## src/rtl/sr_load_arbiter.sv

```systemverilog
`default_nettype none
// ============================================================================
// Module   : sr_load_arbiter
// Purpose  : Round-robin arbiter and serialiser for a WIDTH-bit enabled serial
//            shift register. Two requesters each present a parallel word; the
//            granted word is shifted into the register MSB-first through its
//            `in` and `en` pins. When `done` pulses, the register's parallel
//            output equals the granted word.
// Ports    : clk, reset (async, active-high)
//            req0/data0, req1/data1 : load requests and their words
//            ack0/ack1              : one-cycle capture acknowledge pulses
//            sr_in/sr_en            : serial data and enable to the register
//            busy                   : high while shifting or completing
//            done                   : one-cycle load-complete pulse
//            owner                  : id of the most recent grant
// Revision : 1.0 - initial release
// ============================================================================
module sr_load_arbiter #(
  parameter int WIDTH = 16
) (
  input  logic             clk,
  input  logic             reset,
  input  logic             req0,
  input  logic [WIDTH-1:0] data0,
  input  logic             req1,
  input  logic [WIDTH-1:0] data1,
  output logic             ack0,
  output logic             ack1,
  output logic             sr_in,
  output logic             sr_en,
  output logic             busy,
  output logic             done,
  output logic             owner
);

  localparam int CNT_W = $clog2(WIDTH) + 1;

  typedef enum logic [1:0] {
    IDLE  = 2'd0,
    SHIFT = 2'd1,
    DONE  = 2'd2
  } state_t;

  state_t             state_q, state_d;
  logic [WIDTH-1:0]   shreg_q, shreg_d;
  logic [CNT_W-1:0]   cnt_q, cnt_d;
  logic               owner_q, owner_d;
  logic               last_q, last_d;
  logic               ack0_q, ack0_d;
  logic               ack1_q, ack1_d;
  logic               grant0, grant1;

  // Round-robin: a lone requester always wins; on a tie the requester that
  // was not granted last wins. last_q resets to 1 so requester 0 takes the
  // first tie.
  always_comb begin
    grant0 = req0 & (~req1 | last_q);
    grant1 = req1 & (~req0 | ~last_q);
  end

  always_comb begin
    state_d = state_q;
    shreg_d = shreg_q;
    cnt_d   = cnt_q;
    owner_d = owner_q;
    last_d  = last_q;
    ack0_d  = 1'b0;
    ack1_d  = 1'b0;
    case (state_q)
      IDLE: begin
        if (grant0 | grant1) begin
          shreg_d = grant1 ? data1 : data0;
          owner_d = grant1;
          last_d  = grant1;
          cnt_d   = '0;
          ack0_d  = grant0;
          ack1_d  = grant1;
          state_d = SHIFT;
        end
      end
      SHIFT: begin
        shreg_d = {shreg_q[WIDTH-2:0], 1'b0};
        cnt_d   = cnt_q + 1'b1;
        if (cnt_q == CNT_W'(WIDTH - 1)) begin
          state_d = DONE;
        end
      end
      DONE: begin
        // No arbitration here: a pending request is seen in the next IDLE.
        state_d = IDLE;
      end
      default: begin
        state_d = IDLE;
      end
    endcase
  end

  always_ff @(posedge clk or posedge reset) begin
    if (reset) begin
      state_q <= IDLE;
      shreg_q <= '0;
      cnt_q   <= '0;
      owner_q <= 1'b0;
      last_q  <= 1'b1;
      ack0_q  <= 1'b0;
      ack1_q  <= 1'b0;
    end else begin
      state_q <= state_d;
      shreg_q <= shreg_d;
      cnt_q   <= cnt_d;
      owner_q <= owner_d;
      last_q  <= last_d;
      ack0_q  <= ack0_d;
      ack1_q  <= ack1_d;
    end
  end

  // Outputs decode directly from registered state so an asynchronous reset
  // drops them immediately, without waiting for a clock edge.
  always_comb begin
    sr_en = (state_q == SHIFT);
    sr_in = (state_q == SHIFT) & shreg_q[WIDTH-1];
    busy  = (state_q != IDLE);
    done  = (state_q == DONE);
    owner = owner_q;
    ack0  = ack0_q;
    ack1  = ack1_q;
  end

endmodule
`default_nettype wire

```

## config.mk

```make
export PLATFORM = sky130hd
export DESIGN_NAME = sr_load_arbiter
export DESIGN_NICKNAME = d
export VERILOG_FILES = /design/src/rtl/sr_load_arbiter.sv
export SDC_FILE = /design/constraint.sdc
export NUM_CORES = 1
export LEC_CHECK = 0
export CAP_MARGIN = 20
export CORE_UTILIZATION = 40
export CTS_CLUSTER_SIZE = 25
export DETAILED_ROUTE_END_ITERATION = 7
export PLACE_DENSITY_LB_ADDON = 0.08
export SYNTH_ARGS = -nofsm -noshare
export SYNTH_HDL_FRONTEND = slang
export SYNTH_SLANG_ARGS = --single-unit
```

## constraint.sdc

```tcl
create_clock -name clk -period 2.6 [get_ports clk]
set_clock_uncertainty 0.2 [all_clocks]
set_input_delay 0.65 -clock clk [delete_from_list [all_inputs] [get_ports clk]]
set_output_delay 0.65 -clock clk [all_outputs]
set_load 0.1 [all_outputs]
```

* Word level (Yosys, flattened, before mapping)
Cells that the tools add are included.
** Operators by class
- Equal/unequal tests :: 5
- Add/subtract/negate cells :: 1
- Reduce and logical (&&, ||, !) cells :: 6
- Bitwise logic cells :: 9
- Multiplexer cells :: 12
** Operators by type and width (count)
- $mux 16 :: 2
- $pmux 16 s2 :: 1
- $pmux 5 s2 :: 1
- $reduce_and 2->1 :: 3
- $add 5x1->5 const B :: 1
- $eq 5x4->1 const B :: 1
- $mux 5 :: 1
- $mux 1 :: 4
- $mux 2 :: 2
- $pmux 2 s2 :: 1
- $reduce_bool 2->1 :: 2
- $and 1x1->1 :: 3
- $not 1->1 :: 3
- $or 1x1->1 :: 3
- $eq 2x1->1 const B :: 1
- $eq 2x2->1 const B :: 1
- $logic_not 2->1 :: 1
- $ne 2x1->1 const B :: 1
- $ne 2x2->1 const B :: 1
** Storage, ports and cells
- Input port bits :: 36
- Bits in registers :: 27

* Longest topological paths before layout
- Depth in word-level cells :: 6
- Mapped depth :: 5

* Worst setup path after synthesis
Ideal clock, no wire load.
- Path kind :: register to output
- Start :: register state_q[0]
- End :: output sr_in
- Arrival time :: 2.038 ns
- Cell stages (with the launch flop) :: 5
- Slack :: -0.288 ns
- Path through :: dfrtp_1 > nor2b_1 > clkbuf_1 > buf_2 > and2_1
** Between the ends
- Cells in the longest elaborated chain, start to end :: 2
** Ends and longest elaborated chain
- from (decl) :: RTL line 44 : state_t state_q, state_d;
- from (signal assigned) :: RTL line 108 : state_q <= state_d;
- $eq 2x1->1
- named net sr_en :: RTL line 30 : output logic sr_en,
- $and 1x1->1 :: RTL line 122 : sr_in = (state_q == SHIFT) & shreg_q[WIDTH-1];
- to (decl) :: RTL line 29 : output logic sr_in,
The timed path passes the listed nets, and every way through them passes these cells.

* Worst setup path in the final report
- Start :: register state_q[0]
- End :: output sr_in
** Between the ends
- Cells in the longest elaborated chain, start to end :: 2
** Ends and longest elaborated chain (RTL line)
- $eq 2x1->1 :: 122
- $and 1x1->1 :: 122
Every way passes these cells.

==> impl_metrics.json <==
{
  "die-area_mm2": 0.00416,
  "outcome": "finished clean",
  "dpl_worst_slack_ns": 0.240,
  "finalCritPeriodShare_pct": 89.6,
  "min_period_ns": 2.33,
  "via_count": 1357,
  "seq_area_um2": 677,
  "synth_top_family_by_area": "compound AO/OA/AOI/OAI gates",
  "fin_setup_tns_ns": 0,
  "io_buffers": 42,
  "fillers": 347,
  "power_density_mw_per_mm2": 965,
  "synth_compound_area_share_pct": 29.4,
  "numCtsBuffers": 3,
  "path_clk_slew_ns": 0.09,
  "routabilityCongestion": 0.784,
  "synthFlopType": "dfrtp_1",
  "post-synth-top-count-cell": "dfrtp_1",
  "start_util_pct": 42.0,
  "insertion_delay_ns": 0.27,
  "synth-edff-count": 0,
  "hold_violations": 0,
  "core_region_area_mm2": 0.00372,
  "antenna_found_initial": 0,
  "syn-num-nets": 191,
  "fmax_ghz": 0.429,
  "worst_pin_slew_ns": 0.347,
  "cts_setup_buffers": 0,
  "clock-root-buffer": "clkbuf_8",
  "multi_input_area_um2": 792,
  "synth.top_cell.area_share_pct": 41.7,
  "cts_hold_buffers": 0,
  "cts.htree.levels": 1,
  "post_cts_resized": 0,
  "path_max_fanout": 12,
  "area_growth_syn_to_layout_pct": 38.5,
  "grt_pass1_vias": 1390,
  "post_drt_wl_per_cell_um": 15.7,
  "fin_ws_ns": 0.270,
  "synth_largest_area_cell": "dfrtp_1",
  "synthesis.area_mm2": 0.00156,
  "slew_viol_final": 0,
  "clock_sinks": 27,
  "synth_seq_cells": 27,
  "post_dp_cell_area_mm2": 0.00212,
  "io_pins": 43,
  "slew-limit-headroom_pct": 76.8,
  "ys_warn_count": 0,
  "synth-xor-area-share_pct": 0.561,
  "critPathRequiredTime_ns": 1.75,
  "ys_seq_area_share_pct": 43.3,
  "detail_route.drc_violations": 0,
  "first_iter_violations": 82,
  "ys_top_cells_by_count": "26 x dfrtp_1, 18 x nor2b_1, 17 x and2_1, 17 x o21ai_0, 17 x o31ai_1",
  "worst_ep_arrival_time_ns": 1.48,
  "synth_fa_ha_area_share_pct": 1.60,
  "die_y_um": 64.5,
  "cp_cell_sequence": "buf_4 -> nor2b_2 -> and2_2 -> buf_12",
  "drv_cap": 0,
  "cts_tree": "built",
  "synth.avg_cell_area_um2": 10.2,
  "layout-drive-gt1-share_pct": 19.6,
  "final_cell_area_mm2": 0.00216,
  "clk_path_buf_depth": 2,
  "p_leak_uw": 0.000901,
  "peakVddDrop_mv": 0.615,
  "async_flop_share_pct": 100,
  "synth_simple_gate_area_share_pct": 17.4,
  "grt_max_degree": 28,
  "hold_path_class": "reg2reg",
  "synth_cell_type_count": 29,
  "netlist_top_cells_area": "dfrtp_1 42%, o31ai_1 8.2%, a221oi_2 7.7%, nor2b_1 7.2%, and2_1 6.8%",
  "grt_use_total_pct": 20.4,
  "cp_slowest_cell": "dfrtp_1",
  "worst-setup-path-type": "reg2out",
  "crit_path_end_kind": "output port",
  "vias_per_cell": 5.49,
  "placementRows": 22,
  "fp.dieW_um": 64.5,
  "dp_hpwl_mm": 2.83,
  "max_stage_delay_ns": 0.35,
  "drt-pass1-iter-count": 4,
  "drtAntennaViolNets": 0,
  "startpoint_type": "register",
  "antennaDiodeCount": 0,
  "synth_mux_area_share_pct": 1.36,
  "routed_wl_mm": 3.89,
  "grt_overflow_total": 0,
  "setup_viol": 0,
  "fin_nets": 238,
  "synthesis.instances": 153,
  "rsz0062_at_grt": "false",
  "grt_pass1_wl_mm": 6.59
}
[metal layers]
layer | track usage (%) | vias to the layer above | routed length (um)
met5 | 0 | - | 0
met4 | 5.56 | 0 | 36
met3 | 4.58 | 4 | 142
met2 | 34.5 | 26 | 1970
met1 | 26.2 | 675 | 1740
li1 | - | 652 | -
[report_power, final]
group | internal [uW] | switching, uW | leakage [uW]
clock | 110 | 126 | 0.0000228
sequential | 602 | 99.6 | 0.000337
combinational | 485 | 665 | 0.000541
total | 1200 | 891 | 0.000901
[kinds of logic after synthesis]
family                     after synthesis
buffers and inverters                   19
AOI/OAI and AO/OA                       58
DFF                                     27
and+or+nand+nor                         44
muxes                                    2
xor gates and xnor gates                 1
adders and majority gates                2
[worst paths after layout]
path	depth (start not counted)	to	slack, ns	from
setup / recovery	4	sr_in	0.27	state_q[0]
hold / removal	1	owner	0.30	owner
setup reg to reg	5	shreg_q[2]	0.85	state_q[0]
hold reg to reg	1	owner	0.30	owner
max in group asynchronous	3	last_q	1.37	reset
min in group asynchronous	3	shreg_q[15]	0.53	reset
[critical path: cells and delay by family, from the launching register on]
family        cells  cell delay, ns
buf+inv           2            0.34
flops             1            0.35
simple gates      2            0.52
[registers in the layout, summed over array words and instances, names as in the netlist]
signal,cells
ack0,1
shreg_q,16
owner,1
state_q,2
cnt_q,5
last_q,1
ack1,1
[cell type report]
class | count | area share (%)
Tap cell | 48 | 2.78
Sequential cell | 27 | 31.3
Inverter | 5 | 0.868
Clock buffer | 4 | 2.08
Timing Repair Buffer | 56 | 26.4
Multi-Input combinational cell | 107 | 36.6
[layout by cell type (no fill, tap or decap), types with 2 or more instances in the layout]
master,n
ha_1,2
nand2_1,3
o21ai_0,17
nor3_2,2
clkdlybuf4s50_1,35
a22o_1,3
a221oi_2,8
buf_4,16
a21oi_1,3
o31ai_1,17
inv_1,5
clkbuf_8,3
buf_12,5
nor2b_1,16
a221oi_1,7
dfrtp_1,26
nor2b_2,2
and2_1,16
[stage by stage]
step / hold WS, ns / instances / utilization, % / power [uW]
after floorplan: 0.266 / 153 / - / 1500
after CTS: 0.303 / 247 / 58.2 / 2110
after detailed placement: 0.283 / 243 / 57.0 / 1870
after global placement: 0.260 / 243 / 57.0 / 1830
after global routing: 0.335 / 247 / 58.2 / 2240
final: 0.296 / 247 / 58.2 / 2090
Note: power is estimated with default switching activity, not from simulation.
